File: config.mk
export PLATFORM = sky130hd
export DESIGN_NAME = jump_pc_sequencer
export DESIGN_NICKNAME = d
export VERILOG_FILES = /design/src/rtl/jump_pc_sequencer.sv
export SDC_FILE = /design/constraint.sdc
export NUM_CORES = 1
export LEC_CHECK = 0
export CAP_MARGIN = 0
export CORE_AREA = 3 3 78 153
export CTS_CLUSTER_DIAMETER = 150
export CTS_CLUSTER_SIZE = 20
export DETAILED_ROUTE_END_ITERATION = 10
export DIE_AREA = 0 0 81 156
export GPL_TIMING_DRIVEN = 0
export PLACE_DENSITY = 0.9
export SLEW_MARGIN = 20
export SYNTH_ARGS = -nofsm -noshare
export SYNTH_HDL_FRONTEND = slang
export SYNTH_SLANG_ARGS = --single-unit
File: constraint.sdc
create_clock -name clk_i -period 3.8 [get_ports clk_i]
set_input_delay 0.38 -clock clk_i [delete_from_list [all_inputs] [get_ports clk_i]]
set_output_delay 0.38 -clock clk_i [all_outputs]
set_load 0.01 [all_outputs]
File: src/rtl/jump_pc_sequencer.sv
// rtl/jump_pc_sequencer.sv - fetch/execute PC sequencer with jump, branch and jump-register targets
module jump_pc_sequencer #(
   parameter logic [31:0] RESET_PC = 32'h0000_0000
) (
   input  logic        clk_i,
   input  logic        rst_i,
   input  logic        start_i,
   input  logic        imem_ack_i,
   input  logic [31:0] instr_i,
   input  logic        branch_i,
   input  logic        zero_i,
   input  logic        jump_i,
   input  logic        jr_i,
   input  logic [31:0] rs_data_i,
   output logic [31:0] pc_o,
   output logic        imem_req_o,
   output logic [31:0] instr_o,
   output logic        instr_valid_o,
   output logic        busy_o,
   output logic        error_o
);

   typedef enum logic [1:0] {
      IDLE  = 2'b00,
      FETCH = 2'b01,
      EXEC  = 2'b10,
      HALT  = 2'b11
   } state_t;

   state_t      state, state_nxt;
   logic [31:0] pc_nxt;
   logic [31:0] pc_plus4;
   logic [31:0] jump_tgt;
   logic [31:0] br_tgt;
   logic        jr_misaligned;

   assign pc_plus4      = pc_o + 32'd4;
   assign jump_tgt      = {pc_plus4[31:28], instr_o[25:0], 2'b00};
   assign br_tgt        = pc_plus4 + {{14{instr_o[15]}}, instr_o[15:0], 2'b00};
   assign jr_misaligned = jr_i && (rs_data_i[1:0] != 2'b00);

   // Outputs decode only the state register, so no input reaches them combinationally.
   assign imem_req_o    = (state == FETCH);
   assign instr_valid_o = (state == EXEC);
   assign busy_o        = (state == FETCH) || (state == EXEC);

   always_comb begin
      state_nxt = state;
      pc_nxt    = pc_o;
      case (state)
         IDLE: begin
            if (start_i) state_nxt = FETCH;
         end
         FETCH: begin
            if (imem_ack_i) state_nxt = EXEC;
         end
         EXEC: begin
            if (jr_misaligned) begin
               state_nxt = HALT;
            end else begin
               state_nxt = FETCH;
               if (jr_i)                   pc_nxt = rs_data_i;
               else if (jump_i)            pc_nxt = jump_tgt;
               else if (branch_i && zero_i) pc_nxt = br_tgt;
               else                        pc_nxt = pc_plus4;
            end
         end
         HALT: begin
            state_nxt = HALT;
         end
         default: begin
            state_nxt = IDLE;
         end
      endcase
   end

   always_ff @(posedge clk_i) begin
      if (!rst_i) begin
         state   <= IDLE;
         pc_o    <= RESET_PC;
         instr_o <= 32'h0000_0000;
         error_o <= 1'b0;
      end else begin
         state <= state_nxt;
         pc_o  <= pc_nxt;
         if (state == FETCH && imem_ack_i) instr_o <= instr_i;
         if (state == EXEC && jr_misaligned) error_o <= 1'b1;
      end
   end

endmodule

* Yosys cells after proc, flatten, opt, wreduce, memory -nomap -nowiden *
Index checks and enable logic that the tools add are counted.

operators by class
  eq/ne operators = 5
  reduce and logical (&&, ||, !) cells = 9
  add/subtract/negate cells = 2
  bitwise gates (word level) = 1
  mux-type cells = 7

operators by type and width
  operator                                                                number
  32-bit two-way mux                                                      3
  32-bit by 3-bit adder with 32-bit output (second input constant)        1
  32-bit adder                                                            1
  2-bit case mux with 4 select lines                                      1
  2-bit two-way mux                                                       3
  2-bit equality test (second input constant)                             2
  1-bit logical AND                                                       4
  2-bit inequality test (second input constant)                           2
  2-bit AND reduction                                                     2
  2-bit by 1-bit equality test with 1-bit output (second input constant)  1
  2-bit zero test                                                         1
  2-bit nonzero test                                                      1
  1-bit logical OR                                                        1
  1-bit inverter                                                          1

storage, ports and cells
  register bits = 67

* Depth between registers and ports, before layout *
Gate-level depths: netlist of the first run.

  depth after elaboration = 5
  mapped depth = 16

* Least setup slack after synthesis of the first run *
Ideal clock, no wire load.

  path kind = register to register
  start point = register pc_o[4]
  end point = register pc_o[26]
  setup slack = 0.288 ns
  data required time = 3.683 ns
  arrival time = 3.395 ns
  cell stages (with the launch flop) = 16
  clock period less this slack = 3.512 ns
  library setup time = 0.117 ns
  cell sequence = dfxtp_1 > nand3_1 > nor2_1 > and3_1 > nand4_1 > xnor2_1 > ha_1 > a21o_1 > a221o_1 > a311oi_2 > or3_1 > a41oi_1 > or3_1 > a31oi_1 > o21ai_1 > a22o_1

on the way
  word-level cells in the longest chain between the ends = 5

RTL lines
  element                                       line  text
  start, declared                               15    output logic [31:0] pc_o,
  start signal, assigned                        85    pc_o <= pc_nxt;
  32-bit by 3-bit adder with 32-bit output (*)  37    assign pc_plus4 = pc_o + 32'd4;
  32-bit adder                                  39    assign br_tgt = pc_plus4 + {{14{instr_o[15]}}, instr_o[15:0], 2'b00};
  32-bit two-way mux (*)                        64    else if (branch_i && zero_i) pc_nxt = br_tgt;
  32-bit two-way mux (*)                        63    else if (jump_i) pc_nxt = jump_tgt;
  32-bit two-way mux (*)                        62    if (jr_i) pc_nxt = rs_data_i;

Every way passes the cells marked *; elsewhere a longest branch is shown, timed or not.
A chain may end at the register's enable or synchronous reset.

* Worst setup path in the final report of the first run *
  start point = register pc_o[6]
  end point = register pc_o[26]

The elaborated chain is that of the path after synthesis.

==> results.md, run 1 <==
* Outcome: complete, but fails checks
* Failing checks: negative setup slack
* Pwr Density at 317 mW/mm^2
* H-tree depth at 3
* Initial DRC count at 665
* Post-layout util at 68.8%
* Gp weighted congestion at 1.03
* Vias per cell at 6.30
* Sequential share of the synthesized area at 25.1%
* Commonest cells after routing, fill and taps aside: clkdlybuf4s50_1, nand2_1, a21oi_1, dfxtp_1, nor2_1
* Final slew viol count at 0
* I/O Pins at 140
* Layout Skew at 8.94 ps
* Metal1 wirelength at 6.93 mm
* Antenna violations before repair at 0
* Global-route wire length before repair at 32.1 mm
* Cell Area, Synth at 0.00534 sq mm
* GR Util All Layers at 33.2%
* Synth Net Count at 868
* CP endpoint kind: flop
* Share of the synthesized area in the top cell type at 25.1%
* Number of setup violations in the final report at 1
* Worst IR Drop VDD at 330 uV
* Asr flop ratio synth at 0%
* Clock latency on the worst-skew pair at 340 ps
* Clk root buf: clkbuf_16
* Share of layout cells above drive strength 1 at 7.88%
* Max layer used: met4
* Main synth FF type: dfxtp_1
* Clk slew on worst S/H paths at 60 ps
* Routed WL per cell at 20.3 microns
* Hold Startpoint: instr_o[30]
* Die Y at 156 microns
* Core area at 0.0109 sq mm
* Detail Route Antenna Nets at 0
* Top cells by area, synth: dfxtp_1, ha_1, nand2_1
* Worst-margin pin slew at 1020 ps
* Setup TNS at -31.5 ps
* Fmax at 0.261 GHz
* Clock sink count at 67
* Setup WS post-layout at -31.5 ps
* Syn Inst Count at 753
* Most common cell after layout, fill and taps aside: clkdlybuf4s50_1
* HP Class: reg2reg
* Yosys reg bits at 67
* Endpoints failing hold at 0
* Final instance area at 0.00753 sq mm
* DIE WIDTH at 81 microns
* Minimum clock period at 3830 ps
* Unique masters post-synth at 48
* # rows at 54
* Syn-to-layout area delta at 41.0%
* Drt pass-1 iters at 5
* Crit path launch type: flop
* Mean cell area of the mapped netlist at 7.10 sq um
* CTS tree: done
* CTS Hold Bufs at 0
* Setup slack, reg-to-reg at -30 ps
* CTS Buf Count at 9
* FF/Latch Area at 0.00136 sq mm
* Max-cap violation count at 0
* Grt ovf at 0
* Vias in the first global route at 6516
* CP Data Required Time at 4030 ps
* Slew margin rel. at 31.8%
* Worst EP arrival at 4060 ps
* Yosys top cell by area: dfxtp_1
* Reg-to-Reg Start: pc_o[6]
* Fin nets at 1024
* Setup WS pre-CTS at -521 ps
* Placement Cell Area at 0.00690 sq mm
* Crit. Startpoint: pc_o[6]
* Final WL at 21.3 mm
* Met2 WL at 10.7 mm
* Multi-input logic area at 0.00398 sq mm
* Lkg Pwr at 2.92 nW
* DR WL met3 at 1.79 mm
* Largest net degree at the start of global routing at 24
* Max Root-Sink Buffers at 2
* YS warnings at 0
* Diodes inserted at 0
* Max Fanout on Critical Path at 5
* DPL Wire Length at 15.8 mm
* Final total power at 2.39 mW
* DR vias at 6635
* Crit path kind: reg2reg
* Post-synth EDFFs at 0
* Die area at 0.0126 sq mm
* Initial cell density of the core at 48.8%
* Drc violations at 0
* IO buf count at 138
* FILL cells at 904
* Period utilization at 101%
-- final cells by class --
| cell class | count | area share (%) |
|---|---|---|
| buffer | 36 | 1.81 |
| clock buffer | 12 | 3.40 |
| clock inverter | 4 | 0.963 |
| inverter | 25 | 1.25 |
| multi-input combinational | 622 | 52.9 |
| sequential | 67 | 18.1 |
| tap | 140 | 2.32 |
| timing repair buffer | 148 | 19.3 |
-- where the power goes --
group | leakage (nW) | total (mW) | switching [mW] | internal (mW)
sequential | 0.549 | 0.824 | 0.0751 | 0.748
clock | 0.159 | 0.935 | 0.325 | 0.610
combinational | 2.21 | 0.628 | 0.337 | 0.291
total | 2.92 | 2.39 | 0.738 | 1.65
-- routing by layer --
layer / global-route usage (%) / vias to the layer above
met5: 0 / -
met4: 28.8 / 0
met3: 6.30 / 145
met1: 33.5 / 3030
met2: 56.2 / 447
li1: - / 3013
-- cell usage after synthesis, types with 8 or more instances --
| library cell | count |
|---|---|
| nand2_1 | 135 |
| a21oi_1 | 89 |
| dfxtp_1 | 67 |
| nor2_1 | 61 |
| o21ai_0 | 54 |
| ha_1 | 42 |
| clkbuf_1 | 38 |
| xnor2_1 | 31 |
| inv_1 | 25 |
| nand3_1 | 25 |
| xor2_1 | 20 |
| a211oi_1 | 16 |
| nand4_1 | 16 |
| a21o_1 | 12 |
| o211ai_1 | 11 |
| nor3_1 | 10 |
| and3_1 | 9 |
| a31oi_1 | 8 |
-- per-stage QoR --
step           hold slack [ps]  std cells
2_1_floorplan              481        753
3_3_place_gp               442       1031
3_5_place_dp               446       1031
4_1_cts                    454       1049
5_1_grt                    480       1054
6_report                   458       1054
-- critical path: stages, from the launching register on --
cell and delay, ps:
dfxtp_2 390, nand3_2 120, nor2_4 150, and3_4 200
nand4_1 190, xnor2_2 280, ha_4 260, and3_4 190
a221o_1 410, a311oi_2 350, or3_4 230, a41oi_4 130
or3_1 340, a31oi_1 160, o21ai_1 130, a22o_1 210
-- final timing paths --
| kind | cells past startpoint | to |
|---|---|---|
| setup / recovery | 15 | pc_o[26] |
| hold reg to reg | 2 | instr_o[30] |
| setup reg to reg | 15 | pc_o[26] |
| hold / removal | 2 | instr_o[30] |
-- timing repair --
| item | CTS | global route |
|---|---|---|
| resized for setup | 15 | 42 |
| setup buffers | 2 | 8 |
| endpoints found under the setup margin | 14 | 13 |
| pin swaps | 6 | 17 |
-- state kept, by name (all words and copies together), names as in the netlist --
name     cells
instr_o     32
error_o      1
pc_o        32
state        2
-- logic make-up (layout without fill, tap and decap cells) --
kind of cell | Yosys count | count (layout) | share of synthesized area (%)
mux | 2 | 2 | 0.375
simple gates | 283 | 283 | 23.4
fa+ha+maj | 43 | 43 | 10.2
xor+xnor | 51 | 51 | 8.36
flops | 67 | 67 | 25.1
compound gates | 243 | 243 | 28.0
buf+inv | 64 | 225 | 4.52
(Power assumes the default switching activity.)
==> run 2: changes to the inputs <==
- MAX_ROUTING_LAYER: unset -> met4
==> run 2 against run 1 <==
Effect of this change:
- the flow now finishes without violations
- power grew 3.1%
- combinational power increased by 2%
- wire length increased by 1.2%
- register-to-register slack gained 40 ps
- final area is 1.1% higher
- utilization increased by 0.75 points
- clock skew decreased by 2.6 ps
- cell count grew 0.57%
- largest power group unchanged
==> results.md, run 2 (synthesis gave the netlist of run 1 again) <==
* # rows at 54
* Placed Cells at 1031
* Routed WL per cell at 20.4 microns
* Worst IR Drop VDD at 423 uV
* Detail Route Antenna Nets at 0
* CTS Buf Count at 9
* Setup TNS at 0 ps
* Vias per cell at 6.23
* Core area at 0.0109 sq mm
* Setup slack, reg-to-reg at 10 ps
* Period utilization at 99.6%
* Global-route wire length before repair at 32.6 mm
* Hold path cells at 2
* Minimum clock period at 3790 ps
* Reg2Reg Depth at 15
* Initial cell density of the core at 48.8%
* Clk root buf: clkbuf_16
* Number of setup violations in the final report at 0
* Final slew viol count at 0
* GR Util All Layers at 34.5%
* IO buf count at 138
* CP cell instances: inv_1 -> nor2_4 -> and3_4 -> nand4_1 -> xnor2_2 -> ha_4 -> a21o_1 -> a221o_1 -> a311oi_2 -> or3_4 -> a41oi_4 -> or3_1 -> a31oi_1 -> o21ai_1 -> a22o_1
* Slowest-stage cell, CP: dfxtp_1
* Slew margin rel. at 30.3%
* Syn-to-layout area delta at 42.6%
* Worst Hold Path EP: instr_o[27]
* CTS Hold Bufs at 0
* Max-cap violation count at 0
* RSZ-0062 raised after global routing: true
* H-tree depth at 3
* DR vias at 6601
* Final instance area at 0.00762 sq mm
* Largest net degree at the start of global routing at 24
* Max Root-Sink Buffers at 2
* Outcome: finished, final reports clean
* Hold Startpoint: instr_o[27]
* I/O Pins at 140
* Drt pass-1 iters at 6
* CP Data Required Time at 4030 ps
* Fmax at 0.264 GHz
* Drc violations at 0
* FILL cells at 890
* Worst-margin pin slew at 1040 ps
* Worst path max stage delay at 400 ps
* Reg-to-Reg Start: pc_o[7]
* Commonest cells after routing, fill and taps aside: clkdlybuf4s50_1, nand2_1, a21oi_1, nor2_1, dfxtp_1
* Lkg Pwr at 2.94 nW
* Final WL at 21.6 mm
* Top Registers: instr_o (32), pc_o (32), state (2)
* Layout Skew at 6.34 ps
* DPL Wire Length at 15.8 mm
* Initial DRC count at 721
* CTS tree: done
* Fin Hold WS at 452 ps
* CP endpoint kind: flop
* Die area at 0.0126 sq mm
* Pwr Density at 323 mW/mm^2
* Max Fanout on Critical Path at 4
* Post-route insts no fill at 1060
* Vias in the first global route at 6482
* Grt ovf at 0
* Diodes inserted at 0
* Clock latency on the worst-skew pair at 340 ps
* Setup WS post-layout at 13.3 ps
* HP Class: reg2reg
* Endpoints failing hold at 0
* Placement Cell Area at 0.00690 sq mm
* Crit path launch type: flop
* Clock sink count at 67
* Most common cell after layout, fill and taps aside: clkdlybuf4s50_1
* Fin nets at 1030
* Gp weighted congestion at 1.03
* DIE WIDTH at 81 microns
* Crit path kind: reg2reg
* R2R Path End: pc_o[26]
* Clk slew on worst S/H paths at 60 ps
* Die Y at 156 microns
* Setup WS pre-CTS at -567 ps
* Share of layout cells above drive strength 1 at 8.04%
* Worst EP arrival at 4020 ps
* Antenna violations before repair at 0
==> run 2: report_power, final <==
| group | internal (mW) | switching (mW) | leakage, nW |
|---|---|---|---|
| combinational | 0.296 | 0.342 | 2.23 |
| sequential | 0.747 | 0.0766 | 0.550 |
| clock | 0.660 | 0.338 | 0.169 |
==> run 2: critical path, delay by kind of cell, from the launching register on <==
family,cells,cell delay [ps]
and+or+nand+nor,5,1070
buffers and inverters,1,120
AOI/OAI and AO/OA,7,1580
xor gates and xnor gates,1,260
adders and majority gates,1,250
DFF,1,400
==> run 2: timing repair <==
| action | 4_1_cts | 5_1_grt |
|---|---|---|
| pin swaps | 6 | 20 |
| gates resized for setup | 18 | 42 |
| setup endpoints to repair | 14 | 10 |
| setup buffers | 8 | 7 |
==> run 2: routing by layer <==
layer,GRT usage [%],wire (microns),vias up
met3,5.38,1490,137
met4,26.4,1890,0
li1,-,-,3025
met5,-,0,-
met2,58.3,10900,400
met1,34.3,7300,3039
==> run 2: cell type report <==
type,instances,area (sq um),share of cell area [%]
clock inverters,6,111,1.46
clock buffers,10,239,3.14
multi-input cells,622,3990,52.4
well taps,140,175,2.30
flip-flops and latches,67,1370,18.0
plain buffers,37,140,1.84
repair buffers,153,1490,19.6
inverters,25,93.8,1.23
==> run 2: per-stage QoR <==
step | power, mW | utilization (%)
2_1_floorplan | 1.13 | -
3_3_place_gp | 1.41 | 63.0
3_5_place_dp | 1.42 | 63.0
4_1_cts | 2.42 | 67.3
5_1_grt | 2.54 | 69.6
6_report | 2.46 | 69.6
==> run 2: worst max path at each step <==
| stage | slack [ps] | start | cells past startpoint | endpoint |
|---|---|---|---|---|
| after floorplan | 290 | pc_o[4] | 15 | pc_o[26] |
| after global placement | -570 | pc_o[4] | 13 | pc_o[28] |
| after detailed placement | -570 | pc_o[4] | 13 | pc_o[28] |
| after CTS | 5 | pc_o[8] | 16 | pc_o[31] |
| after global routing | -80 | pc_o[7] | 15 | pc_o[26] |
| final | 10 | pc_o[7] | 15 | pc_o[26] |
